File: config.mk
export PLATFORM = sky130hd
export DESIGN_NAME = tpu_control_unit
export DESIGN_NICKNAME = d
export VERILOG_FILES = /design/src/rtl/tpu_control_unit.sv
export SDC_FILE = /design/constraint.sdc
export NUM_CORES = 1
export LEC_CHECK = 0
export ABC_AREA = 1
export BUFFER_PORTS_ARGS = -buffer_cell sky130_fd_sc_hd__buf_2
export CAP_MARGIN = 0
export CORE_ASPECT_RATIO = 1.25
export CORE_MARGIN = 5
export CORE_UTILIZATION = 60
export DETAILED_ROUTE_END_ITERATION = 8
export GPL_ROUTABILITY_DRIVEN = 0
export MAX_ROUTING_LAYER = met4
export PLACE_DENSITY = 0.81
export SLEW_MARGIN = 0
export SYNTH_ARGS = -nofsm -noshare
export SYNTH_HDL_FRONTEND = slang
export SYNTH_SLANG_ARGS = --single-unit
File: constraint.sdc
create_clock -name clk -period 6.72 [get_ports clk]
set_clock_uncertainty 0.1 [all_clocks]
set_input_delay 0.672 -clock clk [delete_from_list [all_inputs] [get_ports clk]]
set_output_delay 0.672 -clock clk [all_outputs]
set_load 0.1 [all_outputs]
File: src/rtl/tpu_control_unit.sv
// Command sequencer for a weight-stationary systolic GEMM core: queues host commands and
// steps each one through weight load, bank switch, A/C streaming and D writeback counting.
module tpu_control_unit #(
   parameter int ADDR_WIDTH           = 10,
   parameter int SYSTOLIC_ARRAY_WIDTH = 16,
   parameter int CMD_FIFO_DEPTH       = 4,
   parameter int C_READ_DELAY         = 2*SYSTOLIC_ARRAY_WIDTH-1
) (
   input  logic                                    clk,
   input  logic                                    rst,
   input  logic                                    cmd_valid,
   input  logic [63:0]                             cmd_data,
   output logic                                    cmd_ready,
   output logic                                    busy,
   output logic                                    done_irq,
   output logic [ADDR_WIDTH-1:0]                   ctrl_rd_addr_a,
   output logic                                    ctrl_rd_en_a,
   output logic                                    ctrl_a_valid,
   output logic                                    ctrl_a_switch,
   output logic                                    ctrl_psum_valid,
   output logic [ADDR_WIDTH-1:0]                   ctrl_rd_addr_b,
   output logic                                    ctrl_rd_en_b,
   output logic                                    ctrl_b_accept_w,
   output logic [$clog2(SYSTOLIC_ARRAY_WIDTH)-1:0] ctrl_b_weight_index,
   output logic [ADDR_WIDTH-1:0]                   ctrl_rd_addr_c,
   output logic                                    ctrl_rd_en_c,
   output logic                                    ctrl_c_valid,
   output logic [2:0]                              ctrl_vpu_mode,
   input  logic                                    core_writeback_valid,
   output logic [ADDR_WIDTH-1:0]                   ctrl_wr_addr_d,
   output logic [SYSTOLIC_ARRAY_WIDTH-1:0]         ctrl_row_mask,
   output logic [SYSTOLIC_ARRAY_WIDTH-1:0]         ctrl_col_mask
);
   localparam int W  = SYSTOLIC_ARRAY_WIDTH;
   localparam int AW = ADDR_WIDTH;
   localparam int IW = $clog2(W);
   localparam int KW = $clog2(W + 1);
   localparam int W1 = W + 1;
   localparam int SW = $clog2(C_READ_DELAY + 256) + 1;
   localparam int PW = (CMD_FIFO_DEPTH > 1) ? $clog2(CMD_FIFO_DEPTH) : 1;
   localparam int FW = $clog2(CMD_FIFO_DEPTH + 1);

   typedef enum logic [2:0] {IDLE, LOAD_W, SWITCH, STREAM_A, DRAIN} state_t;

   function automatic logic [KW-1:0] clamp_w(input logic [7:0] len);
      if (32'(len) > W) return KW'(W);
      return KW'(len);
   endfunction

   function automatic logic [W-1:0] low_mask(input logic [KW-1:0] n);
      logic [W1-1:0] bit_n;
      bit_n = W1'(1) << n;
      return W'(bit_n - W1'(1));
   endfunction

   function automatic logic [PW-1:0] ptr_inc(input logic [PW-1:0] p);
      return (32'(p) == CMD_FIFO_DEPTH - 1) ? '0 : p + PW'(1);
   endfunction

   state_t        state, state_d;
   logic [63:0]   fifo_mem [CMD_FIFO_DEPTH];
   logic [PW-1:0] wr_ptr, rd_ptr;
   logic [FW-1:0] fifo_cnt;
   logic          fifo_empty, push, pop, head_skip, finish;
   logic [63:0]   head;
   logic [7:0]    job_m, wb_row_cnt;
   logic [KW-1:0] job_kc, job_nc, ld_cnt;
   logic [AW-1:0] job_a, job_b, job_c, job_d;
   logic          job_skip;
   logic [SW-1:0] st_cnt, st_last, c_first, c_end;

   assign fifo_empty = (fifo_cnt == '0);
   assign cmd_ready  = (fifo_cnt != FW'(CMD_FIFO_DEPTH)) && !rst;
   assign push       = cmd_valid && cmd_ready;
   assign pop        = (state == IDLE) && !fifo_empty;
   assign head       = fifo_mem[rd_ptr];
   // Zero-length jobs never touch the SRAMs and retire straight from DRAIN.
   assign head_skip  = (head[7:0] == 8'd0) || (head[15:8] == 8'd0);

   assign c_first = SW'(C_READ_DELAY);
   assign c_end   = c_first + SW'(job_m);
   assign st_last = c_end - SW'(1);
   assign finish  = (state == DRAIN) &&
                    (job_skip || (wb_row_cnt == job_m) ||
                     (core_writeback_valid && (9'(wb_row_cnt) + 9'd1 == 9'(job_m))));

   always_comb begin
      state_d = state;
      case (state)
         IDLE:     if (pop) state_d = head_skip ? DRAIN : LOAD_W;
         LOAD_W:   if (ld_cnt == job_kc) state_d = SWITCH;
         SWITCH:   state_d = STREAM_A;
         STREAM_A: if (st_cnt == st_last) state_d = DRAIN;
         DRAIN:    if (finish) state_d = IDLE;
         default:  state_d = IDLE;
      endcase
   end

   always_comb begin
      ctrl_rd_en_b   = (state == LOAD_W) && (ld_cnt < job_kc);
      ctrl_rd_addr_b = '0;
      if (ctrl_rd_en_b) ctrl_rd_addr_b = job_b + AW'(ld_cnt);
      ctrl_rd_en_a   = (state == STREAM_A) && (st_cnt < SW'(job_m));
      ctrl_rd_addr_a = '0;
      if (ctrl_rd_en_a) ctrl_rd_addr_a = job_a + AW'(st_cnt);
      ctrl_rd_en_c   = (state == STREAM_A) && (st_cnt >= c_first) && (st_cnt < c_end);
      ctrl_rd_addr_c = '0;
      if (ctrl_rd_en_c) ctrl_rd_addr_c = job_c + AW'(st_cnt - c_first);
      ctrl_a_switch  = (state == SWITCH);
      ctrl_vpu_mode  = {2'b00, state != IDLE};
      ctrl_row_mask  = '0;
      ctrl_col_mask  = '0;
      ctrl_wr_addr_d = '0;
      if (state != IDLE) begin
         ctrl_row_mask  = low_mask(job_kc);
         ctrl_col_mask  = low_mask(job_nc);
         ctrl_wr_addr_d = job_d + AW'(wb_row_cnt);
      end
      done_irq = finish && !rst;
      busy     = (state != IDLE) || !fifo_empty || push;
   end

   always_ff @(posedge clk) begin
      if (rst) begin
         state               <= IDLE;
         wr_ptr              <= '0;
         rd_ptr              <= '0;
         fifo_cnt            <= '0;
         ld_cnt              <= '0;
         st_cnt              <= '0;
         wb_row_cnt          <= '0;
         job_skip            <= 1'b0;
         ctrl_a_valid        <= 1'b0;
         ctrl_psum_valid     <= 1'b0;
         ctrl_b_accept_w     <= 1'b0;
         ctrl_b_weight_index <= '0;
         ctrl_c_valid        <= 1'b0;
      end else begin
         state <= state_d;
         if (push) wr_ptr <= ptr_inc(wr_ptr);
         if (pop) begin
            rd_ptr   <= ptr_inc(rd_ptr);
            job_skip <= head_skip;
         end
         case ({push, pop})
            2'b10:   fifo_cnt <= fifo_cnt + FW'(1);
            2'b01:   fifo_cnt <= fifo_cnt - FW'(1);
            default: fifo_cnt <= fifo_cnt;
         endcase
         ld_cnt <= (state == LOAD_W && state_d == LOAD_W) ? ld_cnt + KW'(1) : '0;
         st_cnt <= (state == STREAM_A && state_d == STREAM_A) ? st_cnt + SW'(1) : '0;
         if (finish)
            wb_row_cnt <= '0;
         else if ((state == STREAM_A || state == DRAIN) && core_writeback_valid)
            wb_row_cnt <= wb_row_cnt + 8'd1;
         // SRAM read latency stage: valids trail their read enables by one cycle
         ctrl_a_valid        <= ctrl_rd_en_a;
         ctrl_psum_valid     <= ctrl_rd_en_a;
         ctrl_b_accept_w     <= ctrl_rd_en_b;
         ctrl_b_weight_index <= ctrl_rd_en_b ? IW'(ld_cnt) : '0;
         ctrl_c_valid        <= ctrl_rd_en_c;
      end
   end

   always_ff @(posedge clk) begin
      if (push) fifo_mem[wr_ptr] <= cmd_data;
      if (pop) begin
         job_m  <= head[7:0];
         job_kc <= clamp_w(head[15:8]);
         job_nc <= clamp_w(head[23:16]);
         job_a  <= head[24 +: AW];
         job_b  <= head[24 + AW +: AW];
         job_c  <= head[24 + 2*AW +: AW];
         job_d  <= head[24 + 3*AW +: AW];
      end
   end

endmodule

Word-level counts from Yosys, hierarchy flattened
Memory sizes are Yosys's and may differ from the RTL's. A register that Yosys moved wholly into a read port is not among the register bits.
Index checks and enable logic that the tools add are counted.
W data, S select, Z words.

storage, ports and cells
  register bits after elaboration = 99
  RAM bits = 256
  word-level logic and storage cells = 121
  output and inout bits = 90
  memories = 1
  bits of input ports = 68

operators by class
  equal/unequal tests = 15
  muxes and demuxes = 27
  add/sub/neg operators = 17
  shift operators = 2
  reductions and logical operators = 31
  order comparisons = 6
  bitwise logic cells = 3

memory list
  memory    words  width  rd ports  clocked after Yosys merged registers in  write ports  line  source
  fifo_mem  4      64     1         1                                        1            61    logic [63:0] fifo_mem [CMD_FIFO_DEPTH];

operator list
  cell                     number
  $mux W10                 4
  $mux W16                 2
  $shl A1 B5 Y16 const A   2
  $sub A16 B1 Y16 const B  2
  $add A10 B10 Y10         2
  $mux W5                  4
  $gt A8 B5 Y1 const B     2
  $logic_not A8 Y1         2
  $mux W3                  5
  $pmux W3 S5              1
  $logic_and A1 B1 Y1      13
  $add A10 B1 Y10 const B  1
  $add A10 B5 Y10          1
  $add A10 B8 Y10          1
  $eq A10 B10 Y1           1
  $ge A10 B5 Y1 const B    1
  $lt A10 B8 Y1            1
  $lt A10 B9 Y1            1
  $sub A10 B5 Y10 const B  1
  $sub A9 B1 Y10 const B   1
  $add A5 B8 Y9 const A    1
  $add A8 B1 Y9 const B    1
  $eq A3 B2 Y1 const B     3
  $eq A9 B8 Y1             1
  23 further kinds         47

Longest topological paths before layout
Gate-level depths: netlist of the first run.

  depth in word-level cells = 11
  mapped depth = 17
  gate-level depth less buffers = 17

Worst setup path before layout of the first run
Ideal clock, no wire load.

  path kind = input -> register
  from = in rst
  to = mem fifo_mem[3][0], enable pin
  setup time = 486 ps
  data arrival time = 5831 ps
  cell stages on the path = 4
  buffers on the path = 1
  slack = 303 ps
  required time = 6134 ps
  path through = clkbuf_1 a31oi_1 nand2_1 nor2_1

on the way
  word-level cells in the longest chain between the ends = 5

ends and longest elaborated chain
  item                           line  source
  start: declaration             10    input logic rst,
  $logic_not A1 Y1               73    assign cmd_ready = (fifo_cnt != FW'(CMD_FIFO_DEPTH)) && !rst;
  $logic_and A1 B1 Y1            73
  via cmd_ready                  13    output logic cmd_ready,
  $logic_and A1 B1 Y1            74    assign push = cmd_valid && cmd_ready;
  $mux W1                        166   if (push) fifo_mem[wr_ptr] <= cmd_data;
  $mux W1 (implied by the code)  166
  end: declaration               61

The timed path passes the listed nets, and every way through them passes these cells.

Final worst setup path of the first run
  from = reg job_m[0]
  to = out ctrl_rd_addr_c[5]

on the way
  word-level cells in the longest chain between the ends = 4

ends and longest elaborated chain
  item                      line  source
  start: declaration        66    logic [7:0] job_m, wb_row_cnt;
  start signal: assignment  168   job_m <= head[7:0];
  $add A5 B8 Y9             81    assign c_end = c_first + SW'(job_m);
  $lt A10 B9 Y1             106   ctrl_rd_en_c = (state == STREAM_A) && (st_cnt >= c_first) && (st_cnt < c_end);
  $logic_and A1 B1 Y1       106
  $mux W10                  108   if (ctrl_rd_en_c) ctrl_rd_addr_c = job_c + AW'(st_cnt - c_first);
  end: declaration          25    output logic [ADDR_WIDTH-1:0] ctrl_rd_addr_c,

No other way between the ends.

==> reports/results.txt, run 1 <==
Net Sw Power -> 0.00368 W
Worst slew margin -> 0.173
Cells after synthesis -> 1563
Fin. Hold Viols -> 0
Nets@finish -> 1865
P&R area growth vs syn -> 13.7%
Sequential share of the synthesized area -> 0.622
Data arrival, critical path -> 3.73 ns
LEAKAGE -> 7.60 nW
Mapped cell area -> 16500 um^2
Logic pwr share -> 0.405
WS Path Type -> register to output pin
Final setup vio count -> 0
Initial antenna violation count -> 9
Synth Warn # -> 0
Post-layout util -> 0.687
Critical Path RT -> 5.95 ns
Worst skew pair latency -> 0.51 ns
Clock-pin slew on the worst setup and hold paths -> 0.06 ns
Seq pwr share -> 0.368
Max Freq -> 222 MHz
Total length of routed wires -> 37.6 mm
Die Footprint -> 31000 um^2
RSZ-0062 raised after global routing -> no
Asr flop ratio synth -> 0
Gr ovfl total -> 0
Most common cell on crit path -> nand2_1
DR pass1 iterations -> 7
Post-place setup slack -> 2.80 ns
Worst Hold Class -> input pin to register
Row count -> 68
Peak supply drop -> 0.736 mV
Core ar. -> 27400 um^2
Final setup TNS -> 0 ns
DRT iter0 DRCs -> 1007
Type of origin of the critical path -> register
Post-Syn Area per Cell -> 10.6 um^2
Buffers and inverters on the worst path -> 3
Dominant synthesized flop cell -> edfxtp_1
Max cap viols -> 0
Slew @ Worst Pin -> 1.24 ns
I/O pin cnt -> 158
Yosys cell types -> 51
Yosys reg bits -> 357
WL/cell -> 17.9 um
PortBufs -> 155
Pwr dens -> 446 nW/um^2
Final period demand of the worst path -> 4.50 ns
Hold buffer count at CTS -> 0
Sw Share -> 0.439
Clock tree sinks -> 357
CTS tree -> yes
Crit path max fanout -> 8
CP Capture Type -> output pin
CP max-delay cell -> edfxtp_1
Hold WS -> 0.272 ns
CTS max path bufs -> 3
Layout cell share with drive strength beyond 1 -> 0.145
EDFF count, synth -> 314
Largest net degree at the start of global routing -> 71
All-layer global routing usage -> 0.249
Int Power -> 0.00471 W
Synth area leader -> edfxtp_1
Outcome -> finished, final reports clean
Die X -> 159 um
Die Height -> 196 um
Pins Over Slew Limit -> 0
Via density -> 5.75
Clk root buf -> clkbuf_16
Dominant cell by count in the synthesized netlist -> edfxtp_1
DRT antenna net count -> 0
Starting density of the core -> 0.604
Top post-synthesis cells by area -> edfxtp_1, ha_1, nor2_1
Top-area cell type share of the netlist area -> 0.570
Crit-path cells -> inv_1 -> ha_1 -> inv_1 -> nor2_1 -> nand2_2 -> nand2_1 -> nand2_1 -> nand2_1 -> ha_1 -> nand2_1 -> nor2_1 -> o211ai_1 -> o2111ai_1 -> nor2_1 -> o21ai_0 -> a21oi_1 -> buf_2
Vias -> 12100
Crit path max-delay family -> simple AND/OR/NAND/NOR gates
Final setup margin -> 2.22 ns
Vias in the first global route -> 11900
Cts bufs inserted -> 35
Residual DRC -> 0
Overall power -> 0.00839 W
Clock share of power -> 0.227
CP peak stage delay -> 0.50 ns
Post-CTS setup buffers -> 0
Fin crit share -> 0.670
Dpl hpwl -> 24.9 mm
First-pass GRT wire length -> 59.5 mm
Post-cts resize count -> 0
H-tree levels -> 2
Synth top cells by count -> edfxtp_1, nor2_1, nand2_1
-- final timing paths --
check / start / end / slack, ns / cells past startpoint
worst max-delay path: job_m[0]$_DFFE_PP_ / ctrl_rd_addr_c[5] / 2.22 / 17
worst min-delay path: cmd_data[26] / fifo_mem[2][26]$_DFFE_PP_ / 0.27 / 1
worst max register to register: register / state[2]$_SDFF_PP0_ / 3.29 / 11
worst min register to register: ld_cnt[0]$_SDFF_PP0_ / ld_cnt[0]$_SDFF_PP0_ / 0.39 / 1
-- layout by cell type (no fill, tap or decap), types with 4 or more instances in the layout --
| cell type | n |
|---|---|
| diode_2 | 9 |
| clkinv_1 | 8 |
| a21oi_1 | 85 |
| o22a_1 | 4 |
| xnor2_1 | 13 |
| clkinv_2 | 5 |
| o22ai_1 | 45 |
| xor2_1 | 19 |
| ha_1 | 75 |
| nand4_1 | 7 |
| inv_1 | 160 |
| nand2_1 | 197 |
| inv_2 | 4 |
| nor2_1 | 235 |
| fa_1 | 5 |
| buf_2 | 155 |
| nor2_4 | 6 |
| nor3_1 | 23 |
| clkbuf_16 | 36 |
| buf_4 | 10 |
| a211oi_1 | 5 |
| nor2_2 | 9 |
| or2_2 | 6 |
| nand3_1 | 60 |
| o31ai_1 | 5 |
| edfxtp_1 | 314 |
| nand2_2 | 8 |
| dfxtp_1 | 41 |
| o21ai_0 | 151 |
| clkbuf_1 | 6 |
-- layer usage --
metal | part of all wire | wire [um] | vias up | track usage
met3 | 0.064 | 2400 | 127 | 0.0344
met2 | 0.51 | 19300 | 456 | 0.417
met1 | 0.38 | 14200 | 5735 | 0.296
met5 | 0 | 0 | - | -
met4 | 0.043 | 1630 | 0 | 0.115
li1 | - | - | 5766 | -
-- sequential cells by signal, indices dropped and copies added (netlist names), 3 cells and up, named ones only --
| register | cells |
|---|---|
| fifo_mem | 256 |
| job_a | 10 |
| job_b | 10 |
| job_c | 10 |
| job_d | 10 |
| st_cnt | 10 |
| job_m | 8 |
| wb_row_cnt | 8 |
| job_kc | 5 |
| job_nc | 5 |
| ld_cnt | 5 |
| ctrl_b_weight_index | 4 |
| fifo_cnt | 3 |
| state | 3 |
-- through the flow --
step | instance area (um^2) | std cells
2_1_floorplan | 16600 | 1564
3_3_place_gp | 17700 | 2030
3_5_place_dp | 17700 | 2030
4_1_cts | 18800 | 2093
5_1_grt | 18800 | 2102
6_report | 18800 | 2102
-- power groups by stage --
stage | sequential, W | combinational, W | clock (W)
6_report | 0.00309 | 0.00340 | 0.00191
5_1_grt | 0.00312 | 0.00369 | 0.00203
4_1_cts | 0.00308 | 0.00339 | 0.00194
3_5_place_dp | 0.00313 | 0.00337 | 0
3_3_place_gp | 0.00312 | 0.00329 | 0
2_1_floorplan | 0.00302 | 0.00271 | 0
-- final cells by class --
cell class / instances / area [um^2]
multi-input cells: 993 / 5470
clock inverters: 21 / 200
fillers: 1966 / 8580
diodes: 9 / 22.5
flip-flops and latches: 357 / 10300
well taps: 350 / 438
clock buffers: 42 / 923
repair buffers: 165 / 851
inverters: 165 / 619
-- cells by family (layout without fill, tap and decap cells) --
logic type               after synthesis  count (layout)  synth area share
XOR/XNOR                              32              32            0.0169
other                                  1              11          0.000227
adder cells (fa/ha/maj)               80              80            0.0628
flip-flops                           357             357             0.622
AO/OA/AOI/OAI                        316             316             0.105
buffers and inverters                214             393            0.0503
AND/OR/NAND/NOR                      562             562             0.142
multiplexers                           1               1          0.000605
No activity file was read; power rests on OpenSTA's default activity.
==> run 2, diff against run 1 <==
CORE_UTILIZATION = 54   (was 60)
PLACE_DENSITY = 0.77   (was 0.81)
clock period = 3.7 ns   (was 6.72 ns; I/O delays follow)
==> reports/results.txt, run 2 (same netlist as run 1, synthesis figures left out) <==
Outcome -> finished, final reports clean
Via density -> 5.50 (-4.3%)
All-layer global routing usage -> 0.228 (-0.0203)
Type of origin of the critical path -> register
Int Power -> 0.00878 W (+87%)
Sw Share -> 0.437 (-0.00146)
Critical Path RT -> 3.23 ns (-2.72 ns)
Data arrival, critical path -> 3.14 ns (-0.59 ns)
Post-layout util -> 0.670 (-0.0171)
Core ar. -> 30200 um^2 (+10%)
Dpl hpwl -> 26.0 mm (+4.4%)
Slew @ Worst Pin -> 0.920 ns (-0.320 ns)
DR pass1 iterations -> 6 (-1)
Nets@finish -> 1950 (+4.6%)
Clock-pin slew on the worst setup and hold paths -> 0.06 ns (about the same)
Worst skew pair latency -> 0.51 ns (about the same)
First-pass GRT wire length -> 61.0 mm (+2.5%)
Clock share of power -> 0.216 (-0.011)
Pins Over Slew Limit -> 0 (unchanged)
Residual DRC -> 0 (unchanged)
Commonest non-fill, non-tap cell in the layout -> edfxtp_1
Logic pwr share -> 0.430 (+0.025)
Final setup vio count -> 0 (unchanged)
Max cap viols -> 0 (unchanged)
Seq pwr share -> 0.354 (-0.014)
Layout cell share with drive strength beyond 1 -> 0.182 (+0.0377)
CTS max path bufs -> 3 (unchanged)
CTS tree -> yes
Fin crit share -> 0.976
Row count -> 71 (+4.4%)
RSZ-0062 raised after global routing -> yes
Worst Hold Class -> input pin to register
Clk root buf -> clkbuf_16
Commonest non-fill, non-tap cells in the layout -> edfxtp_1, nor2_1, nand2_1, inv_1, o21ai_0
DRT antenna net count -> 0 (unchanged)
Met2 usage in global routing -> 0.415 (-0.00286)
Worst slew margin -> 0.386 (+0.213)
P&R area growth vs syn -> 22.2%
Peak supply drop -> 0.577 mV (-22%)
WS Path Type -> register to output pin
Met1 Resource Use GR -> 0.263 (-0.0336)
Layout fillers -> 2197 (+12%)
WL/cell -> 17.5 um (-2.0%)
Met3 usage -> 0.0315 (-0.00291)
Max FFs per register -> 256 (unchanged)
Total length of routed wires -> 38.9 mm (+3.7%)
Vias -> 12200 (+1.2%)
Largest net degree at the start of global routing -> 67 (-5.6%)
Final period demand of the worst path -> 3.61 ns
Initial antenna violation count -> 2 (-7)
Clock tree sinks -> 357 (unchanged)
Die X -> 167 um (+5.1%)
Final setup margin -> 0.0871 ns (-2.13 ns)
Max Freq -> 277 MHz
H-tree levels -> 2 (unchanged)
Fin. Hold Viols -> 0 (unchanged)
Starting density of the core -> 0.548 (-0.0562)
Post-place setup slack -> 0.390 ns (-2.41 ns)
Vias in the first global route -> 11900 (-0.29%)
GR peak layer -> met2
Design area -> 20200 um^2 (+7.5%)
CP Capture Type -> output pin
Largest Register -> fifo_mem
PortBufs -> 155 (unchanged)
Cts bufs inserted -> 34 (-2.9%)
Crit path max fanout -> 8 (unchanged)
Gr ovfl total -> 0 (unchanged)
Net Sw Power -> 0.00683 W (+86%)
Pwr dens -> 772 nW/um^2 (+73%)
Die Height -> 206 um (+5.1%)
Hold WS -> 0.226 ns (-0.0458 ns)
I/O pin cnt -> 158 (unchanged)
DRT iter0 DRCs -> 948 (-5.9%)
Post-DP Area -> 18200 um^2 (+3.2%)
Die Footprint -> 34300 um^2 (+10%)
LEAKAGE -> 8.01 nW (+5.4%)
run 2: cell count changes in the layout (fill, tap and decap cells not counted), sizes merged:
cell         before  now
diode             9    2
dlygate4sd3       0   65
bufinv            3    4
clkinv           17   10
clkinvlp          1    0
clkbuf           42   46
buf             165  181
run 2: final cells by class:
| class | instances | area [um^2] | area share |
|---|---|---|---|
| Antenna cell | 2 | 5.00 | 0.000247 |
| Clock buffer | 41 | 898 | 0.0444 |
| Clock inverter | 14 | 166 | 0.00823 |
| Inverter | 165 | 622 | 0.0307 |
| Multi-Input combinational cell | 993 | 5830 | 0.288 |
| Sequential cell | 357 | 10300 | 0.509 |
| Tap cell | 401 | 502 | 0.0248 |
| Timing Repair Buffer | 251 | 1900 | 0.0939 |
run 2: worst paths after layout:
kind	from	to	slack [ns]	cells after the start
worst max-delay path	job_m[1]$_DFFE_PP_	ctrl_rd_addr_c[5]	0.09	18
worst min-delay path	rst	wr_ptr[1]$_SDFFE_PP0P_	0.23	4
worst max register to register	state[1]$_SDFF_PP0_	fifo_cnt[2]$_SDFFE_PP0P_	0.82	12
worst min register to register	st_cnt[0]$_SDFF_PP0_	st_cnt[0]$_SDFF_PP0_	0.35	1
run 2: metal layers:
metal	share of wire	vias up	wire length, um
li1	-	5915	-
met5	0	-	0
met4	0.029	0	1130
met1	0.39	5836	15000
met2	0.53	386	20600
met3	0.056	98	2180
run 2: through the flow:
stage | setup TNS [ns] | cells | power (W)
3_3_place_gp | 0 | 2091 | 0.0119
5_1_grt | -0.590 | 2224 | 0.0165
3_5_place_dp | 0 | 2091 | 0.0120
4_1_cts | 0 | 2212 | 0.0154
6_report | 0 | 2224 | 0.0156
2_1_floorplan | -0.478 | 1564 | 0.0105
run 2: power groups by stage:
stage	Sequential, W	Combinational [W]	Clock (W)
floorplan	0.00547	0.00508	0
global placement	0.00560	0.00627	0
detailed placement	0.00562	0.00641	0
CTS	0.00554	0.00650	0.00342
global route	0.00558	0.00727	0.00360
finish	0.00553	0.00671	0.00337
run 2: repair_timing:
item	4_1_cts	5_1_grt
hold endpoints to repair	257	0
pin swaps	1	10
endpoints found under the setup margin	11	18
hold buffers	65	0
resized for setup	5	38
buffers inserted	1	10
run 2: worst max-delay path, cell delays in order (launching register included):
cell and delay [ns]:
edfxtp_1 0.44, inv_2 0.17, ha_4 0.16, inv_1 0.05, nor2_1 0.12, nand2_2 0.13
nand2_2 0.11, nand2_2 0.05, nand2_2 0.11, ha_4 0.20, nand2_1 0.06, nor2_1 0.06
o211ai_1 0.10, o2111ai_2 0.17, nor2_4 0.16, buf_12 0.14, o21ai_2 0.07, a21oi_4 0.14
buf_12 0.19
==> run 3, diff against run 2 <==
--- a/config.mk
+++ b/config.mk
@@ -11,9 +11,9 @@
 export CORE_ASPECT_RATIO = 1.25
 export CORE_MARGIN = 5
-export CORE_UTILIZATION = 54
+export CORE_UTILIZATION = 60
 export DETAILED_ROUTE_END_ITERATION = 8
 export GPL_ROUTABILITY_DRIVEN = 0
 export MAX_ROUTING_LAYER = met4
-export PLACE_DENSITY = 0.77
+export PLACE_DENSITY = 0.81
 export SLEW_MARGIN = 0
 export SYNTH_ARGS = -nofsm -noshare
==> constraint.sdc (replaced) <==
create_clock -name clk -period 4.23 [get_ports clk]
set_clock_uncertainty 0.1 [all_clocks]
set_input_delay 0.846 -clock clk [delete_from_list [all_inputs] [get_ports clk]]
set_output_delay 0.846 -clock clk [all_outputs]
set_load 0.1 [all_outputs]
==> reports/results.txt, run 3 (same netlist as run 1, synthesis figures left out) <==
WS Path Type -> register to output pin
Worst slew margin -> 0.365 (-0.0212)
R2r worst-path depth -> 10 (-2)
Worst Hold Endpoint -> st_cnt[0]$_SDFF_PP0_
Starting density of the core -> 0.604 (+0.0562)
Die X -> 159 um (-4.8%)
Vias in the first global route -> 12000 (+1.0%)
Crit path max fanout -> 8 (unchanged)
Final period demand of the worst path -> 4.10 ns
Final setup TNS -> 0 ns (unchanged)
LEAKAGE -> 7.69 nW (-3.9%)
All-layer global routing usage -> 0.251 (+0.0230)
Fin crit share -> 0.970
Max Freq -> 244 MHz
Sw Share -> 0.445 (+0.00783)
Post-place setup slack -> 0.312 ns (-0.0776 ns)
DRT antenna net count -> 0 (unchanged)
WL/cell -> 18.2 um (+4.2%)
Clock tree sinks -> 357 (unchanged)
Nets@finish -> 1879 (-3.6%)
DRT iter0 DRCs -> 934 (-1.5%)
Critical Path RT -> 3.28 ns (+0.05 ns)
Layout fillers -> 1857 (-15%)
Worst Hold Depth -> 1 (-3)
PortBufs -> 155 (unchanged)
Overall power -> 0.0134 W (-14%)
Max cap viols -> 0 (unchanged)
Pwr dens -> 691 nW/um^2 (-10%)
Gr ovfl total -> 0 (unchanged)
Design area -> 19400 um^2 (-4.0%)
Outcome -> finished, final reports clean
Net Sw Power -> 0.00597 W (-13%)
Slew @ Worst Pin -> 0.952 ns (+0.0318 ns)
Total length of routed wires -> 38.6 mm (-1.0%)
Largest net degree at the start of global routing -> 73 (+9.0%)
Flop2flop setup slack -> 1.28 ns (+0.46 ns)
Dpl hpwl -> 26.3 mm (+1.0%)
Hold WS -> 0.355 ns (+0.130 ns)
Core ar. -> 27400 um^2 (-9.3%)
Commonest non-fill, non-tap cells in the layout -> edfxtp_1, nor2_1, nand2_1, inv_1, o21ai_0
H-tree levels -> 2 (unchanged)
Final setup vio count -> 0 (unchanged)
Pins Over Slew Limit -> 0 (unchanged)
CP Capture Type -> output pin
Residual DRC -> 0 (unchanged)
Commonest non-fill, non-tap cell in the layout -> edfxtp_1
Hold wc startpoint -> st_cnt[0]$_SDFF_PP0_
Row count -> 68 (-4.2%)
Clock share of power -> 0.213 (-0.003)
Clk root buf -> clkbuf_16
Die Footprint -> 31000 um^2 (-9.5%)
Largest Register -> fifo_mem
Layout cell share with drive strength beyond 1 -> 0.183 (+0.000484)
Int Power -> 0.00744 W (-15%)
I/O pin cnt -> 158 (unchanged)
First-pass GRT wire length -> 59.8 mm (-1.8%)
Type of origin of the critical path -> register
Data arrival, critical path -> 3.16 ns (+0.02 ns)
Worst skew pair latency -> 0.51 ns (about the same)
Post-DP Area -> 18200 um^2 (-0.44%)
Initial antenna violation count -> 8 (+6)
CTS tree -> yes
Peak supply drop -> 1.04 mV (+81%)
Clock-pin slew on the worst setup and hold paths -> 0.06 ns (about the same)
R2R Path End -> state[2]$_SDFF_PP0_
Register Area -> 10300 um^2 (about the same)
Multi-input logic area -> 5760 um^2 (-1.2%)
CTS max path bufs -> 3 (unchanged)
Logic pwr share -> 0.420 (-0.010)
Final setup margin -> 0.128 ns (+0.0407 ns)
Vias -> 12200 (-0.41%)
Worst Hold Class -> register to register
DR pass1 iterations -> 5 (-1)
Max FFs per register -> 256 (unchanged)
P&R area growth vs syn -> 17.3%
Cts bufs inserted -> 34 (unchanged)
Fin. Hold Viols -> 0 (unchanged)
Via density -> 5.77 (+4.8%)
Seq pwr share -> 0.367 (+0.013)
Die Height -> 196 um (-4.9%)
## run 3: worst max path at each step
stage               cells past startpoint  slack (ns)                 start           endpoint
global route                           18       -0.07    job_m[1]$_DFFE_PP_  ctrl_rd_addr_c[5]
CTS                                    18        0.02  st_cnt[0]$_SDFF_PP0_  ctrl_rd_addr_c[9]
global placement                       15        0.42    job_m[0]$_DFFE_PP_       ctrl_rd_en_c
detailed placement                     15        0.31    job_m[0]$_DFFE_PP_       ctrl_rd_en_c
floorplan                               8       -0.12    job_m[5]$_DFFE_PP_  ctrl_rd_addr_a[3]
finish                                 18        0.13    job_m[1]$_DFFE_PP_  ctrl_rd_addr_c[3]
## run 3: through the flow
| step | utilization | instances |
|---|---|---|
| 2_1_floorplan | - | 1564 |
| 3_3_place_gp | 0.663 | 2038 |
| 3_5_place_dp | 0.663 | 2038 |
| 4_1_cts | 0.702 | 2101 |
| 5_1_grt | 0.708 | 2113 |
| 6_report | 0.708 | 2113 |
## run 3: repair_timing
| action | in CTS | in global routing |
|---|---|---|
| setup buffers | 2 | 5 |
| hold buffers | 0 | 0 |
| pin swaps | 1 | 5 |
| resized for setup | 2 | 34 |
| setup endpoints to repair | 11 | 23 |
| hold endpoints to repair | 0 | 0 |
## run 3: critical path, cell delays in order, from the launching register on
cell	delay (ns)
edfxtp_1	0.42
inv_4	0.09
ha_4	0.17
inv_1	0.09
nor2_2	0.05
nand2_2	0.13
nand3_4	0.11
nor2_4	0.14
inv_1	0.05
ha_1	0.26
nand2_1	0.10
nor2_1	0.07
o211ai_1	0.11
o2111ai_2	0.18
nor2_4	0.16
buf_12	0.14
o21ai_2	0.07
a21oi_4	0.14
buf_12	0.19
## run 3: area by class of cell
type / instances / area share
Timing Repair Buffer: 180 / 0.0629
Tap cell: 350 / 0.0226
Multi-Input combinational cell: 993 / 0.297
Inverter: 165 / 0.0322
Antenna cell: 7 / 0.000902
Clock inverter: 13 / 0.00425
Clock buffer: 48 / 0.0497
Sequential cell: 357 / 0.531
## run 3: power groups by stage
stage / Sequential [W] / Combinational [W] / Clock [W]
2_1_floorplan: 0.00479 / 0.00443 / 0
3_3_place_gp: 0.00497 / 0.00533 / 0
3_5_place_dp: 0.00499 / 0.00548 / 0
4_1_cts: 0.00491 / 0.00552 / 0.00287
5_1_grt: 0.00497 / 0.00609 / 0.00303
6_report: 0.00492 / 0.00564 / 0.00286
## run 3: metal layers
layer | share of wire | track usage
met5 | 0 | -
met4 | 0.034 | 0.102
met3 | 0.064 | 0.0302
met2 | 0.54 | 0.438
met1 | 0.36 | 0.294
